`src/rtl/qpsk_demap_pack.sv`:
```
// QPSK hard-decision demapper, MSB-first symbol packer and FWFT word FIFO with valid/ready output.
// Optional low-confidence symbol counter is enabled by defining QPSK_DEMAP_CONF_EN.
module qpsk_demap_pack #(
    parameter int DW            = 11,
    parameter int SYMS_PER_WORD = 4,
    parameter int FIFO_DEPTH    = 8,
    parameter int THRESH        = 4
) (
    input  logic                       CLK,
    input  logic                       RST,
    input  logic                       valid_x,
    input  logic signed [DW-1:0]       xr,
    input  logic signed [DW-1:0]       xi,
    input  logic                       flush_i,
    output logic                       valid_o,
    output logic [2*SYMS_PER_WORD-1:0] data_o,
    output logic                       last_o,
    input  logic                       ready_i,
    output logic                       overflow_o
`ifdef QPSK_DEMAP_CONF_EN
    ,
    input  logic                       cnt_clr_i,
    output logic [15:0]                lowconf_cnt_o
`endif
);

    localparam int WW = 2 * SYMS_PER_WORD;
    localparam int CW = $clog2(SYMS_PER_WORD + 1);
    localparam int AW = $clog2(FIFO_DEPTH);

    // Stage 1: registered sign decisions, flush kept aligned with its symbol
    logic [1:0] dec_reg;
    logic       dec_valid_reg;
    logic       flush_reg;

    always_ff @(posedge CLK or posedge RST) begin
        if (RST) begin
            dec_reg       <= '0;
            dec_valid_reg <= 1'b0;
            flush_reg     <= 1'b0;
        end else begin
            dec_valid_reg <= valid_x;
            flush_reg     <= flush_i;
            if (valid_x)
                dec_reg <= {xr[DW-1], xi[DW-1]};
        end
    end

    // Stage 2: packer
    logic [CW-1:0] cnt_reg;
    logic [WW-1:0] shift_reg;
    logic [WW-1:0] word_reg;
    logic          word_last_reg;
    logic          word_valid_reg;

    logic [WW+1:0] sh_full;
    logic [WW-1:0] sh_next;
    logic [CW-1:0] n_next;
    logic          emit;
    logic [WW-1:0] word_next;

    always_comb begin
        sh_full   = {shift_reg, dec_reg};
        sh_next   = dec_valid_reg ? sh_full[WW-1:0] : shift_reg;
        n_next    = cnt_reg + CW'(dec_valid_reg);
        emit      = (n_next == CW'(SYMS_PER_WORD)) || (flush_reg && (n_next != '0));
        word_next = '0;
        // Left-justify: a word of k symbols is shifted up so the first symbol lands in the MSBs
        for (int k = 1; k <= SYMS_PER_WORD; k++) begin
            if (n_next == CW'(k))
                word_next = sh_next << (2 * (SYMS_PER_WORD - k));
        end
    end

    always_ff @(posedge CLK or posedge RST) begin
        if (RST) begin
            cnt_reg        <= '0;
            shift_reg      <= '0;
            word_reg       <= '0;
            word_last_reg  <= 1'b0;
            word_valid_reg <= 1'b0;
        end else if (emit) begin
            cnt_reg        <= '0;
            shift_reg      <= '0;
            word_reg       <= word_next;
            word_last_reg  <= flush_reg;
            word_valid_reg <= 1'b1;
        end else begin
            cnt_reg        <= n_next;
            shift_reg      <= sh_next;
            word_valid_reg <= 1'b0;
        end
    end

    // Stage 3: FIFO input register, then write into the word FIFO
    logic [WW:0] fifo_in_reg;
    logic        fifo_in_valid_reg;

    always_ff @(posedge CLK or posedge RST) begin
        if (RST) begin
            fifo_in_reg       <= '0;
            fifo_in_valid_reg <= 1'b0;
        end else begin
            fifo_in_valid_reg <= word_valid_reg;
            if (word_valid_reg)
                fifo_in_reg <= {word_last_reg, word_reg};
        end
    end

    logic [WW:0]   mem [FIFO_DEPTH];
    logic [AW-1:0] wr_ptr_reg;
    logic [AW-1:0] rd_ptr_reg;
    logic [AW:0]   count_reg;
    logic          overflow_reg;

    logic full;
    logic pop;
    logic do_write;
    logic drop;
    logic [WW:0] head;

    always_comb begin
        full     = (count_reg == (AW+1)'(FIFO_DEPTH));
        pop      = valid_o && ready_i;
        // A pop on the same edge frees the slot, so a full FIFO still accepts
        do_write = fifo_in_valid_reg && (!full || pop);
        drop     = fifo_in_valid_reg && full && !pop;
    end

    always_ff @(posedge CLK) begin
        if (do_write)
            mem[wr_ptr_reg] <= fifo_in_reg;
    end

    always_ff @(posedge CLK or posedge RST) begin
        if (RST) begin
            wr_ptr_reg   <= '0;
            rd_ptr_reg   <= '0;
            count_reg    <= '0;
            overflow_reg <= 1'b0;
        end else begin
            if (do_write)
                wr_ptr_reg <= wr_ptr_reg + 1'b1;
            if (pop)
                rd_ptr_reg <= rd_ptr_reg + 1'b1;
            case ({do_write, pop})
                2'b10:   count_reg <= count_reg + 1'b1;
                2'b01:   count_reg <= count_reg - 1'b1;
                default: count_reg <= count_reg;
            endcase
            if (drop)
                overflow_reg <= 1'b1;
        end
    end

    // Head is gated so the outputs read zero whenever the FIFO is empty
    always_comb begin
        valid_o    = (count_reg != '0);
        head       = mem[rd_ptr_reg];
        data_o     = valid_o ? head[WW-1:0] : '0;
        last_o     = valid_o && head[WW];
        overflow_o = overflow_reg;
    end

`ifdef QPSK_DEMAP_CONF_EN
    // Magnitudes need DW+1 bits so that -2^(DW-1) stays positive
    logic [DW:0]  abs_r;
    logic [DW:0]  abs_i;
    logic [DW:0]  abs_min;
    logic         lowconf;
    logic [15:0]  lowconf_cnt_reg;

    always_comb begin
        abs_r   = xr[DW-1] ? -{xr[DW-1], xr} : {xr[DW-1], xr};
        abs_i   = xi[DW-1] ? -{xi[DW-1], xi} : {xi[DW-1], xi};
        abs_min = (abs_r < abs_i) ? abs_r : abs_i;
        lowconf = valid_x && (abs_min < (DW+1)'(THRESH));
    end

    always_ff @(posedge CLK or posedge RST) begin
        if (RST)
            lowconf_cnt_reg <= '0;
        else if (cnt_clr_i)
            lowconf_cnt_reg <= '0;
        else if (lowconf && (lowconf_cnt_reg != 16'hFFFF))
            lowconf_cnt_reg <= lowconf_cnt_reg + 16'd1;
    end

    assign lowconf_cnt_o = lowconf_cnt_reg;
`endif

endmodule

```
`config.mk`:
```
export PLATFORM = sky130hd
export DESIGN_NAME = qpsk_demap_pack
export DESIGN_NICKNAME = d
export VERILOG_FILES = /design/src/rtl/qpsk_demap_pack.sv
export SDC_FILE = /design/constraint.sdc
export NUM_CORES = 1
export LEC_CHECK = 0
export CORE_ASPECT_RATIO = 0.8
export CORE_MARGIN = 2
export CORE_UTILIZATION = 35
export CTS_BUF_LIST = sky130_fd_sc_hd__clkbuf_4
export DETAILED_ROUTE_END_ITERATION = 10
export HOLD_SLACK_MARGIN = 0.03
export MAX_ROUTING_LAYER = met4
export SYNTH_ARGS = -nofsm -noshare
export SYNTH_HDL_FRONTEND = slang
export SYNTH_SLANG_ARGS = --single-unit
```
`constraint.sdc`:
```
create_clock -name CLK -period 3.9 [get_ports CLK]
set_clock_uncertainty 0.2 [all_clocks]
set_input_delay 0.78 -clock CLK [delete_from_list [all_inputs] [get_ports CLK]]
set_output_delay 0.78 -clock CLK [all_outputs]
set_load 0.03 [all_outputs]
```
After elaboration in Yosys (flattened, before gate mapping). Memories as Yosys holds them, arrays and structs flattened. Index checks and enable logic that the tools add are counted.

Add/sub/neg operators: 5. Equal/unequal tests: 7. Multiplexer cells: 12. Reductions and logical operators: 13.

Operators with widths (count): two-way mux 8 bit (7); one-hot mux 4 bit (2 select lines) (1); adder 3 x 1 -> 3 bit, second input constant (2); equality test 3 x 2 -> 1 bit, second input constant (2); logical AND 1 bit (6); adder 4 x 1 -> 4 bit, second input constant (1); equality test 4 bit, second input constant (1); nonzero test 4 bit (1); subtractor 4 x 1 -> 4 bit, second input constant (1); adder 3 x 1 -> 3 bit (1); equality test 3 x 1 -> 1 bit, second input constant (1); equality test 3 bit, second input constant (1); two-way mux 1 bit (3); two-way mux 3 bit (1); nonzero test 3 bit (1); equality test 2 x 1 -> 1 bit, second input constant (1); equality test 2 bit, second input constant (1); logical NOT 1 bit (2); logical OR 1 bit (2); nonzero test 2 bit (1).

Flip-flop bits (word level): 46. Memory bits (writable): 72. Bits of input ports: 27. Word-level logic and storage cells: 52. Memories: 1.

Memories: mem (depth 8, width 9, read ports 1, clocked after Yosys merged registers in 0, wr ports 1, line 110) `logic [WW:0] mem [FIFO_DEPTH];`.

Longest topological paths before layout.
Depth in word-level cells: 6. Depth in mapped cells: 8.

Least setup slack after synthesis. OpenSTA, ideal clock, no wires.

Path type: flip-flop to output port. Start point: reg rd_ptr_reg[0]. End point: out data_o[0]. Data arrival time: 1632 ps. Required time: 2920 ps. Path slack: 1288 ps. Cell stages (with the launch flop): 6. Path buffers: 2. Path through: dfrtp_1 > buf_2 > buf_4 > mux4_2 > mux2i_1 > nor2_1.

Word-level cells in the longest chain between the ends: 2.

Ends and longest elaborated chain: start: declaration (line 112) `logic [AW-1:0] rd_ptr_reg;`; start signal: assignment (line 145) `rd_ptr_reg <= rd_ptr_reg + 1'b1;`; memory read (8 x 9 bit); two-way mux 8 bit (line 160) `data_o = valid_o ? head[WW-1:0] : '0;`; end: declaration (line 16) `output logic [2*SYMS_PER_WORD-1:0] data_o,`.

Every way passes these cells.

Worst setup path after layout.
Start point: reg rd_ptr_reg[0]. End point: out data_o[5].

Same word-level chain as after synthesis.

==> impl_metrics.tcl <==
set metrics [dict create \
    status "complete, no violations" \
    grtUsageTotal_pct 13.3 \
    io_pins 38 \
    grt_overflow 0 \
    synthTopCellsByCount "edfxtp_1 (72), dfrtp_1 (46), nor2_1 (22)" \
    power_leakage_nw 2.09 \
    largest_register_ffs 72 \
    num_rows 38 \
    antenna_found_initial 0 \
    tns_ns 0 \
    synth_xor_area_share_pct 1.59 \
    worst-path-max-fanout 11 \
    worstHoldStart "overflow_o" \
    gp_congestion 0.738 \
    dr.pass1.iters 4 \
    grt_pass1_wl_mm 14.1 \
    fmax_mhz 280 \
    arrival_ns 2.59 \
    wire_per_inst_um 16.2 \
    hold_class "reg2reg" \
    reg2reg_depth 5 \
    irDropWorstVdd_uv 347 \
    hold_viol 0 \
    post_cts_resized 0 \
    clkSinkCount 118 \
    synth_most_common_cell "edfxtp_1" \
    synth-compound-area-share_pct 5.35 \
    syn_inst 296 \
    cts_tree "built" \
    end_kind "primary output" \
    dp_cells 492 \
    p_int_mw 2.65 \
    seq_area_frac_synth_pct 67.8 \
    core-area_um2 13600 \
    hold_buffers 0 \
    start_kind "flop" \
    ys.flop_type "edfxtp_1" \
    syn_to_final_growth_pct 14.0 \
    ff2ff_setup_slack_ns 1.09 \
    yosys_warnings 0 \
    grt_setup_unrepaired "no" \
    synth_adder_area_share_pct 1.28 \
    io_buffers 17 \
    muxShareOfSynthArea_pct 14.8 \
    dp_hpwl_mm 5.64 \
    fin_crit_sh_pct 91.4 \
    fp.dieW_um 136 \
    synth-seq-cells 118 \
    start_util_pct 35.9 \
    clk_pin_slew_ns 0.11 \
    synth_fp_nets 328 \
    grt_max_degree 47 \
    critPathRequiredTime_ns 2.92 \
    synth_top_family_by_area "multiplexers" \
    crit_type "reg2out" \
    postLayoutCoreUtil_pct 41.0 \
    whs_ns 0.290 \
    final_nets 363 \
    drive_above_1_share_pct 25.6 \
    cap_violations 0 \
    whs_path_depth 1 \
    vias 2575 \
    synth_area_leaders "edfxtp_1 (44%), dfrtp_1 (24%), mux4_2 (8.3%)" \
    root_buffer "clkbuf_4" \
    swShare_pct 33.0 \
    timing.rr.start "dec_valid_reg" \
    ctsHtreeMaxLevel 4 \
    syn-mean-instance-area_um2 16.5 \
    synthDistinctLibCells 47 \
    cts_buffer_depth 2 \
    viasPerCell 4.91 \
    worst_pin_slew_ns 0.954 \
    first_iter_violations 229 \
    finalWirelength_mm 8.51 \
    yosys.area_share.simple_pct 7.06 \
    synth-edff-count 72 \
    power_density_nw_per_um2 710 \
    netSwitchingPower_mw 1.31 \
    critPathLaunch "rd_ptr_reg[0]" \
    post-cts-setup-buffers 0 \
    grt_pass1_vias 2661 \
    cts_buffers 17 \
    dieHeight_um 110 \
    antenna_left 0 \
    combPwrFrac_pct 31.8 \
    seqPwrFrac_pct 45.9 \
    netlist_area_um2 4890 \
    period_minus_slack_ns 3.57 \
    drv_slew 0 \
    clkPwrFrac_pct 22.3 \
    clk_latency_ns 0.51 \
    diodes 0 \
    yosysTopAreaCellShare_pct 44.2 \
    async_flop_share_pct 39.0 \
    fp.dieArea_um2 14900 \
    layout.cells.non_filler 524 \
    setup_viol 0 \
    maxSlewHeadroom_pct 36.3 \
    drc_errors 0 \
    yosys.area.top_type "edfxtp_1" \
]
==> power groups by stage <==
stage          logic, mW  clock network [mW]  registers [mW]
2_1_floorplan      0.944                   0            1.75
4_1_cts             1.28               0.905            1.82
6_report            1.26               0.884            1.82
5_1_grt             1.38               0.974            1.86
3_3_place_gp        1.26                   0            1.83
3_5_place_dp        1.28                   0            1.85
==> worst paths after layout <==
kind	to
min in group asynchronous	shift_reg[1]
max in group asynchronous	fifo_in_valid_reg
worst min-delay path	overflow_o
worst min register to register	overflow_o
worst max register to register	word_reg[6]
worst max-delay path	data_o[5]
==> layer usage <==
layer	global-route usage (%)	share of wire, %	wire length [um]	vias to the layer above
met4	4.91	1.2	104	0
met1	17.6	47	3960	1277
li1	-	-	-	1228
met2	19.8	47	4000	61
met3	3.60	5.2	445	9
met5	-	0	0	-
==> critical path, stage by stage (launching register included) <==
cell	delay, ns
dfrtp_1	0.37
buf_4	0.25
mux4_2	0.54
mux2i_1	0.23
nor2_1	0.07
clkdlybuf4s50_1	0.60
==> layout by cell type (no fill, tap or decap), types with 5 or more instances in the layout <==
cell,synthesis,layout
buf_4,1,13
clkbuf_4,0,19
clkdlybuf4s50_1,0,17
clkinv_2,0,5
dfrtp_1,46,46
edfxtp_1,72,72
ha_1,5,5
mux2_2,15,15
mux2i_1,15,15
mux4_2,18,18
nand2_1,8,8
nand2b_1,7,7
nand3_1,10,10
nor2_1,22,22
nor2b_1,5,5
xnor2_1,5,5
==> metrics by stage <==
| step | cell area, um^2 | setup slack [ns] | power, mW |
|---|---|---|---|
| finish | 5570 | 0.334 | 3.96 |
| global route | 5570 | 0.142 | 4.21 |
| CTS | 5570 | 0.276 | 4.01 |
| detailed placement | 5290 | 0.860 | 3.13 |
| global placement | 5290 | 0.877 | 3.09 |
| floorplan | 4890 | 1.29 | 2.69 |
==> final cells by class <==
cell class	count	area (um^2)
inverters	4	15.0
fillers	1293	8030
clock inverters	13	138
multi-input cells	160	1470
repair buffers	30	268
flip-flops and latches	118	3310
well taps	180	225
clock buffers	19	143
==> cell families (layout without fill, tap and decap cells) <==
kind of cell,count (synthesis),count (layout)
flip-flops,118,118
AND/OR/NAND/NOR,67,67
multiplexers,48,48
AO/OA/AOI/OAI,32,32
buffers and inverters,18,66
XOR/XNOR,8,8
adder cells (fa/ha/maj),5,5
Note: power is estimated with default switching activity, not from simulation.
